File: config.mk
export PLATFORM = sky130hd
export DESIGN_NAME = oclib_pulse_arbiter_flat
export DESIGN_NICKNAME = d
export VERILOG_FILES = /design/src/rtl/oclib_pulse_arbiter_if.sv /design/src/rtl/oclib_pulse_arbiter.sv /design/src/flat_wrapper.sv
export SDC_FILE = /design/constraint.sdc
export NUM_CORES = 1
export LEC_CHECK = 0
export CAP_MARGIN = 20
export CORE_UTILIZATION = 40
export CTS_BUF_LIST = sky130_fd_sc_hd__clkbuf_8
export DETAILED_ROUTE_END_ITERATION = 6
export GPL_TIMING_DRIVEN = 0
export PLACE_DENSITY = 0.69
export SKIP_CTS_REPAIR_TIMING = 1
export SYNTH_ARGS = -nofsm -noshare
export SYNTH_HDL_FRONTEND = slang
export SYNTH_SLANG_ARGS = --single-unit
File: constraint.sdc
create_clock -name clock -period 1.65 [get_ports clock]
set_clock_uncertainty 0.1 [all_clocks]
set_input_delay 0.33 -clock clock [delete_from_list [all_inputs] [get_ports clock]]
set_output_delay 0.33 -clock clock [all_outputs]
set_load 0.1 [all_outputs]
File: src/rtl/oclib_pulse_arbiter_if.sv
// Request/indicator bundle for oclib_pulse_arbiter.
// The coalesced counts exist only when OCLIB_PULSE_ARBITER_COALESCE_EN is defined.
interface oclib_pulse_arbiter_if #(
   parameter int Requesters = 4,
   parameter int CountWidth = 8
);
   localparam int OwnerWidth = (Requesters > 1) ? $clog2(Requesters) : 1;

   logic [Requesters-1:0] req;
   logic [Requesters-1:0] pending;
   logic [Requesters-1:0] grant;
   logic [OwnerWidth-1:0] owner;
   logic                  out;
   logic                  busy;
`ifdef OCLIB_PULSE_ARBITER_COALESCE_EN
   logic [Requesters*CountWidth-1:0] coalesced;

   modport master (output req, input pending, grant, owner, out, busy, coalesced);
   modport slave  (input req, output pending, grant, owner, out, busy, coalesced);
`else
   modport master (output req, input pending, grant, owner, out, busy);
   modport slave  (input req, output pending, grant, owner, out, busy);
`endif
endinterface

File: src/rtl/oclib_pulse_arbiter.sv
// Round-robin arbiter sharing one stretched pulse output between several event sources.
// Optional per-source coalesce counters are built when OCLIB_PULSE_ARBITER_COALESCE_EN is defined.
module oclib_pulse_arbiter #(
   parameter int Requesters  = 4,
   parameter int PulseCycles = 1000,
   parameter int GapCycles   = 100,
   parameter int CountWidth  = 8
) (
   input logic                  clock,
   input logic                  reset,
   oclib_pulse_arbiter_if.slave bus
);
   localparam int OW       = (Requesters > 1) ? $clog2(Requesters) : 1;
   localparam int MAX_CNT  = (PulseCycles > GapCycles) ? PulseCycles : GapCycles;
   localparam int CNT_W    = $clog2(MAX_CNT + 1);
   localparam logic [CNT_W-1:0] PULSE_LOAD = CNT_W'(PulseCycles - 1);
   localparam logic [CNT_W-1:0] GAP_LOAD   = (GapCycles > 0) ? CNT_W'(GapCycles - 1) : '0;
   localparam logic [OW-1:0]    LAST_IDX   = OW'(Requesters - 1);

   typedef enum logic [1:0] {IDLE, PULSE, GAP} state_t;

   state_t                state_p0, state_nxt;
   logic [CNT_W-1:0]      cnt_p0, cnt_nxt;
   logic [Requesters-1:0] pending_p0, pending_nxt;
   logic [Requesters-1:0] grant_p0, grant_nxt;
   logic [Requesters-1:0] clr;
   logic [OW-1:0]         owner_p0, owner_nxt;
   logic [OW-1:0]         rr_p0, rr_nxt;
   logic [OW-1:0]         pick;
   logic                  out_p0, out_nxt;
   logic                  busy_p0, busy_nxt;
   logic [Requesters-1:0] req;

   assign req = bus.req;

   // First pending index at or after ptr, wrapping modulo Requesters.
   function automatic logic [OW-1:0] pick_next(input logic [Requesters-1:0] pend,
                                              input logic [OW-1:0]         ptr);
      logic [OW-1:0] sel;
      logic [OW-1:0] cand;
      logic          found;
      int            idx;
      sel   = '0;
      found = 1'b0;
      for (int i = 0; i < Requesters; i++) begin
         idx = int'(ptr) + i;
         if (idx >= Requesters) idx = idx - Requesters;
         cand = OW'(idx);
         if (!found && pend[cand]) begin
            found = 1'b1;
            sel   = cand;
         end
      end
      return sel;
   endfunction

   assign pick = pick_next(pending_p0, rr_p0);

   always_comb begin
      state_nxt = state_p0;
      cnt_nxt   = cnt_p0;
      grant_nxt = grant_p0;
      owner_nxt = owner_p0;
      rr_nxt    = rr_p0;
      out_nxt   = out_p0;
      busy_nxt  = busy_p0;
      clr       = '0;
      case (state_p0)
         IDLE: begin
            if (|pending_p0) begin
               state_nxt       = PULSE;
               grant_nxt       = '0;
               grant_nxt[pick] = 1'b1;
               owner_nxt       = pick;
               out_nxt         = 1'b1;
               busy_nxt        = 1'b1;
               clr[pick]       = 1'b1;
               cnt_nxt         = PULSE_LOAD;
            end
         end
         PULSE: begin
            if (cnt_p0 == '0) begin
               grant_nxt = '0;
               out_nxt   = 1'b0;
               rr_nxt    = (owner_p0 == LAST_IDX) ? '0 : owner_p0 + OW'(1);
               if (GapCycles > 0) begin
                  state_nxt = GAP;
                  cnt_nxt   = GAP_LOAD;
               end else begin
                  state_nxt = IDLE;
                  busy_nxt  = 1'b0;
               end
            end else begin
               cnt_nxt = cnt_p0 - CNT_W'(1);
            end
         end
         GAP: begin
            if (cnt_p0 == '0) begin
               state_nxt = IDLE;
               busy_nxt  = 1'b0;
            end else begin
               cnt_nxt = cnt_p0 - CNT_W'(1);
            end
         end
         default: state_nxt = IDLE;
      endcase
      // A fresh request on the bit being granted re-arms it.
      pending_nxt = (pending_p0 & ~clr) | req;
   end

   always_ff @(posedge clock or negedge reset) begin
      if (!reset) begin
         state_p0   <= IDLE;
         cnt_p0     <= '0;
         pending_p0 <= '0;
         grant_p0   <= '0;
         owner_p0   <= '0;
         rr_p0      <= '0;
         out_p0     <= 1'b0;
         busy_p0    <= 1'b0;
      end else begin
         state_p0   <= state_nxt;
         cnt_p0     <= cnt_nxt;
         pending_p0 <= pending_nxt;
         grant_p0   <= grant_nxt;
         owner_p0   <= owner_nxt;
         rr_p0      <= rr_nxt;
         out_p0     <= out_nxt;
         busy_p0    <= busy_nxt;
      end
   end

   assign bus.pending = pending_p0;
   assign bus.grant   = grant_p0;
   assign bus.owner   = owner_p0;
   assign bus.out     = out_p0;
   assign bus.busy    = busy_p0;

`ifdef OCLIB_PULSE_ARBITER_COALESCE_EN
   logic [Requesters*CountWidth-1:0] coal_p0;

   function automatic logic [CountWidth-1:0] sat_inc(input logic [CountWidth-1:0] v);
      return (&v) ? v : v + CountWidth'(1);
   endfunction

   // A request landing on an already-pending bit is absorbed; count it.
   always_ff @(posedge clock or negedge reset) begin
      if (!reset) begin
         coal_p0 <= '0;
      end else begin
         for (int i = 0; i < Requesters; i++) begin
            if (req[i] && pending_p0[i])
               coal_p0[i*CountWidth +: CountWidth] <= sat_inc(coal_p0[i*CountWidth +: CountWidth]);
         end
      end
   end

   assign bus.coalesced = coal_p0;
`endif
endmodule

File: src/flat_wrapper.sv
// flat-port wrapper written by rule: the top's interface ports become plain ports
module oclib_pulse_arbiter_flat 
#(
   parameter int Requesters  = 4,
   parameter int PulseCycles = 1000,
   parameter int GapCycles   = 100,
   parameter int CountWidth  = 8
)
  (clock, reset, bus_req, bus_pending, bus_grant, bus_owner, bus_out, bus_busy);
  oclib_pulse_arbiter_if #(.Requesters(Requesters), .CountWidth(CountWidth)) bus_i ();
  input logic clock;
  input logic reset;
  input wire logic [$bits(bus_i.req)-1:0] bus_req;
  output wire logic [$bits(bus_i.pending)-1:0] bus_pending;
  output wire logic [$bits(bus_i.grant)-1:0] bus_grant;
  output wire logic [$bits(bus_i.owner)-1:0] bus_owner;
  output wire logic [$bits(bus_i.out)-1:0] bus_out;
  output wire logic [$bits(bus_i.busy)-1:0] bus_busy;
  assign bus_i.req = bus_req;
  assign bus_pending = bus_i.pending;
  assign bus_grant = bus_i.grant;
  assign bus_owner = bus_i.owner;
  assign bus_out = bus_i.out;
  assign bus_busy = bus_i.busy;
  oclib_pulse_arbiter #(.Requesters(Requesters), .PulseCycles(PulseCycles), .GapCycles(GapCycles), .CountWidth(CountWidth)) u_core (.clock(clock), .reset(reset), .bus(bus_i));
endmodule
# After elaboration in Yosys (flattened, before gate mapping)

Cells that the tools add are included.

Logic and storage cells: 95
Input port bits: 6
Register bits: 26

$lt $le $gt $ge: 10
Muxes and demuxes: 39
$add $sub $neg: 9
Reduce and logical (&&, ||, !) cells: 19
Bitwise gates (word level): 3
Eq/ne operators: 7

Operators by type and width:

| cell                                                                         | count |
|---|---|
| 10-bit two-way mux                                                           | 3 |
| 10-bit one-hot mux with 3 select lines                                       | 1 |
| 2-bit two-way mux                                                            | 12 |
| 4-bit two-way mux                                                            | 4 |
| 2-bit by 3-bit less-than comparator with 1-bit output, second input constant | 5 |
| 3-bit AND reduction                                                          | 4 |
| 10-bit zero test                                                             | 1 |
| 1-bit two-way mux                                                            | 10 |
| 10-bit by 1-bit subtractor with 10-bit output, second input constant         | 1 |
| 3-bit >= comparator, second input constant                                   | 3 |
| 1-bit binary-select mux with 2-bit select                                    | 4 |
| 4-bit one-hot mux with 2 select lines                                        | 1 |
| 2-bit by 1-bit subtractor with 2-bit output, second input constant           | 4 |
| 2-bit by 2-bit adder with 3-bit output, second input constant                | 2 |
| 2-bit by 1-bit inequality test with 1-bit output, second input constant      | 3 |
| 2-bit one-hot mux with 3 select lines                                        | 1 |
| 4-bit bitwise AND                                                            | 1 |
| 2-bit == test, second input constant                                         | 2 |
| 1-bit logical AND                                                            | 4 |
| 4-bit NOT                                                                    | 1 |
| 4-bit bitwise OR                                                             | 1 |
| 1-bit one-hot mux with 2 select lines                                        | 2 |
| 2-bit AND reduction                                                          | 2 |
| 2-bit nonzero test                                                           | 2 |
| other kinds (11)                                                             | 13 |

# Longest topological paths before layout

Word-level depth: 23
Mapped depth: 8
Mapped depth without buffers: 7

# Worst setup path before layout

OpenSTA, ideal clock, no wires.

Path kind: flip-flop to flip-flop
Start: register u_core.pending_p0[0] (netlist: u_core.bus.pending[0])
End: register u_core.pending_p0[0] (netlist: u_core.bus.pending[0])
Path buffers: 0
Data required time: 1.430 ns
Data arrival time: 2.134 ns
Path slack: -0.704 ns
Period minus slack after synthesis: 2.354 ns
Cell stages (with the launch flop): 6
Cell sequence: dfrtp_1 a21oi_1 o21a_1 o22ai_2 or3b_1 a21o_1

Word-level cells in the longest chain between the ends: 21
Elaborated cells on any way between the ends: 32
Classes of those cells: 2 x order compare; 19 x mux; 3 x bitwise; 8 x reduce/logical

Ends and longest elaborated chain:

| what                                      | line                       | source |
|---|---|---|
| from (decl)                               | oclib_pulse_arbiter.sv:24  | `logic [Requesters-1:0] pending_p0, pending_nxt;` |
| from (signal assigned)                    | oclib_pulse_arbiter.sv:124 | `pending_p0 <= pending_nxt;` |
| 1-bit binary-select mux with 2-bit select | oclib_pulse_arbiter.sv:49  | `if (!found && pend[cand]) begin` |
| 1-bit two-way mux (not written as such)   | oclib_pulse_arbiter.sv:49  |  |
| 1-bit two-way mux                         | oclib_pulse_arbiter.sv:49  |  |
| 1-bit zero test                           | oclib_pulse_arbiter.sv:49  |  |
| 1-bit logical AND                         | oclib_pulse_arbiter.sv:49  |  |
| 1-bit two-way mux                         | oclib_pulse_arbiter.sv:49  |  |
| 1-bit zero test                           | oclib_pulse_arbiter.sv:49  |  |
| 1-bit logical AND                         | oclib_pulse_arbiter.sv:49  |  |
| [... 6 more ...]                          | -                          |  |
| 1-bit two-way mux (not written as such)   | oclib_pulse_arbiter.sv:77  | `clr[pick] = 1'b1;` |
| 1-bit demux with 2-bit select             | -                          |  |
| 4-bit two-way mux                         | oclib_pulse_arbiter.sv:70  | `if (\|pending_p0) begin` |
| 4-bit two-way mux                         | oclib_pulse_arbiter.sv:68  | `case (state_p0)` |
| 4-bit NOT                                 | oclib_pulse_arbiter.sv:108 | `pending_nxt = (pending_p0 & ~clr) \| req;` |
| 4-bit bitwise AND (*)                     | oclib_pulse_arbiter.sv:108 |  |
| 4-bit bitwise OR (*)                      | oclib_pulse_arbiter.sv:108 |  |
| via u_core.pending_nxt[0]                 | oclib_pulse_arbiter.sv:24  |  |

The timed path passes the listed nets; every way through them passes the cells marked *. The select of a mux whose other input is x is not followed.
A chain may end at the register's enable or synchronous reset.

# Worst setup path in the final report

Start: register u_core.cnt_p0[1]
End: register u_core.grant_p0[0] (netlist: u_core.bus.grant[0])

Word-level cells in the longest chain between the ends: 3

Ends and longest elaborated chain:

| what                                                       | line                       | source |
|---|---|---|
| from (decl)                                                | oclib_pulse_arbiter.sv:23  | `logic [CNT_W-1:0] cnt_p0, cnt_nxt;` |
| from (signal assigned)                                     | oclib_pulse_arbiter.sv:123 | `cnt_p0 <= cnt_nxt;` |
| 10-bit zero test                                           | oclib_pulse_arbiter.sv:82  | `if (cnt_p0 == '0) begin` |
| 2-bit by 1-bit inequality test with 1-bit output (no line) | -                          |  |
| 3-bit AND reduction (no line)                              | -                          |  |
| to (signal assigned)                                       | oclib_pulse_arbiter.sv:125 | `grant_p0 <= grant_nxt;` |
| to (decl)                                                  | oclib_pulse_arbiter.sv:25  | `logic [Requesters-1:0] grant_p0, grant_nxt;` |

No other way between the ends.

==> results.md <==
STA:
- The number of max-slew violations in the final report is 0.
- The worst path in the final design needs a cycle of about 1.9 ns, including I/O delays and setup.
- Setup violations remaining at the end of the flow were counted as 21.
- Setup repair after global routing could not meet its margin everywhere.
- Headroom to the max-slew limit came out at between 50% and 60%.
- The worst setup margin is -0.2015 ns.
- For this run, the top clock speed supported by timing is 0.5401 GHz.
- The final-report hold violation count is 0.
- For the pin with the worst max-slew slack, the measured transition is 0.6455 ns.
- The portion of the clock cycle consumed by the worst path in the final layout is 112.2%.

CTS:
- In this run the deepest clock path goes through 2 buffers.
- The tree is rooted in a sky130_fd_sc_hd__clkbuf_8.
- The clock transition at the registers of the reported paths is about 0.10 ns.
- The clock tree from TritonCTS is built.
- The number of buffers created by CTS is 3.
- At the later pin of the worst-skew pair, clock insertion delay measures roughly 0.28 ns.
- The count of H-tree levels built during CTS is 1.
- The number of clock sinks seen by CTS is 26.

Drt:
- After the first detailed-routing iteration, the DRC count stood at 59.
- The number of vias per cell is between 5 and 6.
- The first detailed-routing pass ran for 4 iterations.
- The detail route stage leaves a number of antenna-violating nets equal to 0.
- For this run, design rule violations remaining after detail routing come to 0.
- The per-cell routed wire length is between 15 and 20 um.
- For this block, the routed nets add up to around 4800 um of wire.
- The via count is 1535.

Synth:
- The count of unique library cells instantiated by Yosys is 40.
- The library cell occupying the most area in the post-synthesis netlist is sky130_fd_sc_hd__dfrtp_1.
- The commonest cells after synthesis are sky130_fd_sc_hd__dfrtp_1 (26), sky130_fd_sc_hd__nand2_1 (18), sky130_fd_sc_hd__a21oi_1 (14).
- After synthesis, the largest area contributor takes up 44.07% of total cell area.
- The Yosys step of the flow raised 0 warnings.
- In this run the mean area of a mapped cell was approximately 9.3 um2.
- The cell count after synthesis is around 160.
- The number of synthesized register bits is 26.
- When the netlist entered floorplanning its net count stood at 170.
- By area the synthesized netlist is led by sky130_fd_sc_hd__dfrtp_1 (44%), sky130_fd_sc_hd__ha_1 (5.1%), sky130_fd_sc_hd__a21oi_1 (4.7%).
- Yosys mapped a number of flops with a built-in enable equal to 0.
- Yosys instantiated no cell more often than sky130_fd_sc_hd__dfrtp_1.
- The async set or reset register ratio after synthesis is 100.0%.
- After synthesis the cells add up to about 1500 um2.
- Sequential elements use between 40 and 50% of the synthesized area.
- The most common flop cell mapped by yosys is sky130_fd_sc_hd__dfrtp_1.

GRT:
- The global-route usage over all layers is between 10% and 20%.
- Entering global routing, the biggest net connects 15 pins.
- The total grt overflow is 0.
- The first global-routing pass estimated approximately 6000 um of wire.
- The via count of the first global-routing pass is between 1000 and 1500.
- The number of antenna violations at the first check in global routing is 0.

Setup path:
- On the critical path, the stage with the largest delay is an instance of sky130_fd_sc_hd__dfrtp_1.
- The kind of cell with the highest combined delay along the critical path is flip-flops.
- Together, buffers and inverters on the worst path number 2.
- The critical path class is reg2reg.
- On the worst path, the slowest cell contributes a delay of ~0.43 ns.
- The startpoint type of the worst setup path is a register.
- The critical path goes through inv_2, ha_4, nor2b_4, buf_6, nand3_4, nand2_2, o211ai_1, a22o_1.
- Data on the critical path is required at its endpoint by 1.72 ns.
- STA classifies the critical path endpoint as a register.
- Data on the critical path arrives at its endpoint at approximately 1.9 ns.
- The largest fanout on the critical path is 4.

Outcome:
- The run finished, with violations left.
- The checks that failed: negative setup slack.

Min path:
- The worst hold path belongs to the class in2async.

Layout:
- For this run, the post-layout net count is about 230.
- Compared with the post-synthesis result, the final layout area differs by 57.46%.
- The register cell area after layout is about 670 um2.
- 0 antenna diodes ended up in the layout.
- The area taken by multi-input logic gates is roughly 1100 um2.
- Of the cells placed in the final design, the portion with a size suffix greater than 1 is a little over half.
- The number of filler instances in the final layout is roughly 260.

Placement:
- The HPWL after detailed placement is roughly 2600 um.
- The number of buffers added on ports is 17.
- The minimum setup slack after placement is -0.3767 ns.
- At the end of routability-driven placement, the weighted congestion stood at between 0.7 and 0.8.

Die:
- The area inside the core boundary is around 3400 um2.
- The y dimension of the die is 62.76 um.
- The number of top-level pins is 18.
- For this configuration, the core starts out at a cell density of 42.89%.
- In this run the horizontal extent of the chip is between 60 and 70 um.
- In this run the core area contains 21 standard-cell rows.
- The die area is 3938 um2.

Pwr:
- For this design the static power due to leakage is approximately 0.95 nW.
- Power spread over the standard cell area amounts to 486.2 nW/um2.
- The total power is 0.001130 W.
- The worst voltage drop across the vdd grid is between 0.2 and 0.25 mV.

Run:
- The tool flagged a number of max-cap violations equal to 0.
## state kept, by name, indices dropped and copies added, names as in the netlist
register and count:
u_core.bus.busy 1, u_core.bus.grant 4, u_core.bus.out 1, u_core.bus.owner 2, u_core.bus.pending 4, u_core.cnt_p0 10
u_core.rr_p0 2, u_core.state_p0 2
## worst paths after layout
kind | depth (start not counted) | slack (ns) | startpoint | to
worst max-delay path | 8 | -0.20 | u_core.cnt_p0[1]$_DFFE_PN0P_ | u_core.bus.grant[0]$_DFFE_PN0P_
worst min-delay path | 1 | 0.34 | reset | u_core.bus.pending[3]$_DFF_PN0_
worst max register to register | 8 | -0.20 | u_core.cnt_p0[1]$_DFFE_PN0P_ | u_core.bus.grant[0]$_DFFE_PN0P_
worst min register to register | 1 | 0.40 | u_core.bus.owner[0]$_DFFE_PN0P_ | u_core.rr_p0[0]$_DFFE_PN0P_
max in group asynchronous | 2 | 0.58 | reset | u_core.cnt_p0[1]$_DFFE_PN0P_
min in group clock | 1 | 0.40 | u_core.bus.owner[0]$_DFFE_PN0P_ | u_core.rr_p0[0]$_DFFE_PN0P_
## area by class of cell
| type | instances | area share (%) |
|---|---|---|
| inverter | 6 | 0.9688 |
| clock inverter | 1 | 0.1615 |
| sequential | 26 | 28.90 |
| timing repair buffer | 53 | 17.98 |
| clock buffer | 3 | 1.776 |
| tap | 46 | 2.476 |
| multi-input combinational | 122 | 47.04 |
| buffer | 2 | 0.6997 |
## routing by layer
layer / part of all wire (%) / vias to the layer above / GRT usage (%)
li1: - / 692 / -
met1: 40 / 758 / 23.39
met2: 50 / 66 / 33.83
met3: 4.7 / 19 / 3.102
met4: 4.5 / 0 / 10.17
met5: 0 / - / 0
## stage by stage
step | hold slack, ns | setup TNS, ns | instances | area [um2] | util [%]
final | 0.3424 | -2.741 | 259 | 2325 | 67.54
after global routing | 0.3816 | -4.150 | 259 | 2325 | 67.54
after CTS | 0.3774 | -12.31 | 226 | 1814 | 52.71
after detailed placement | 0.3889 | -8.040 | 222 | 1769 | 51.40
after global placement | 0.3766 | -12.76 | 221 | 1754 | 50.96
after floorplan | -0.06559 | -1.593 | 158 | 1526 | -
## kinds of logic after synthesis
logic type	synth area share, %
adder cells (fa/ha/maj)	5.085
flip-flops	44.07
AND/OR/NAND/NOR	22.29
buffers and inverters	2.881
multiplexers	1.441
AO/OA/AOI/OAI	24.24
## report_power, final
part | leakage (nW) | internal [W] | switching, W | total [W]
Combinational | 0.651 | 0.0000245 | 0.0000780 | 0.000103
Sequential | 0.273 | 0.000644 | 0.00000566 | 0.000650
Clock | 0.0269 | 0.000167 | 0.000211 | 0.000378
Total | 0.951 | 0.000836 | 0.000294 | 0.00113
## cell usage in the layout, fill, tap and decap left out, types with 6 or more instances in the layout
master	instances
sky130_fd_sc_hd__buf_4	29
sky130_fd_sc_hd__dfrtp_1	17
sky130_fd_sc_hd__nand2_1	13
sky130_fd_sc_hd__nor2_1	9
sky130_fd_sc_hd__clkbuf_2	9
sky130_fd_sc_hd__a22o_1	8
sky130_fd_sc_hd__a21oi_2	7
sky130_fd_sc_hd__buf_6	7
sky130_fd_sc_hd__a21oi_1	6
No activity file was read; power rests on OpenSTA's default activity.
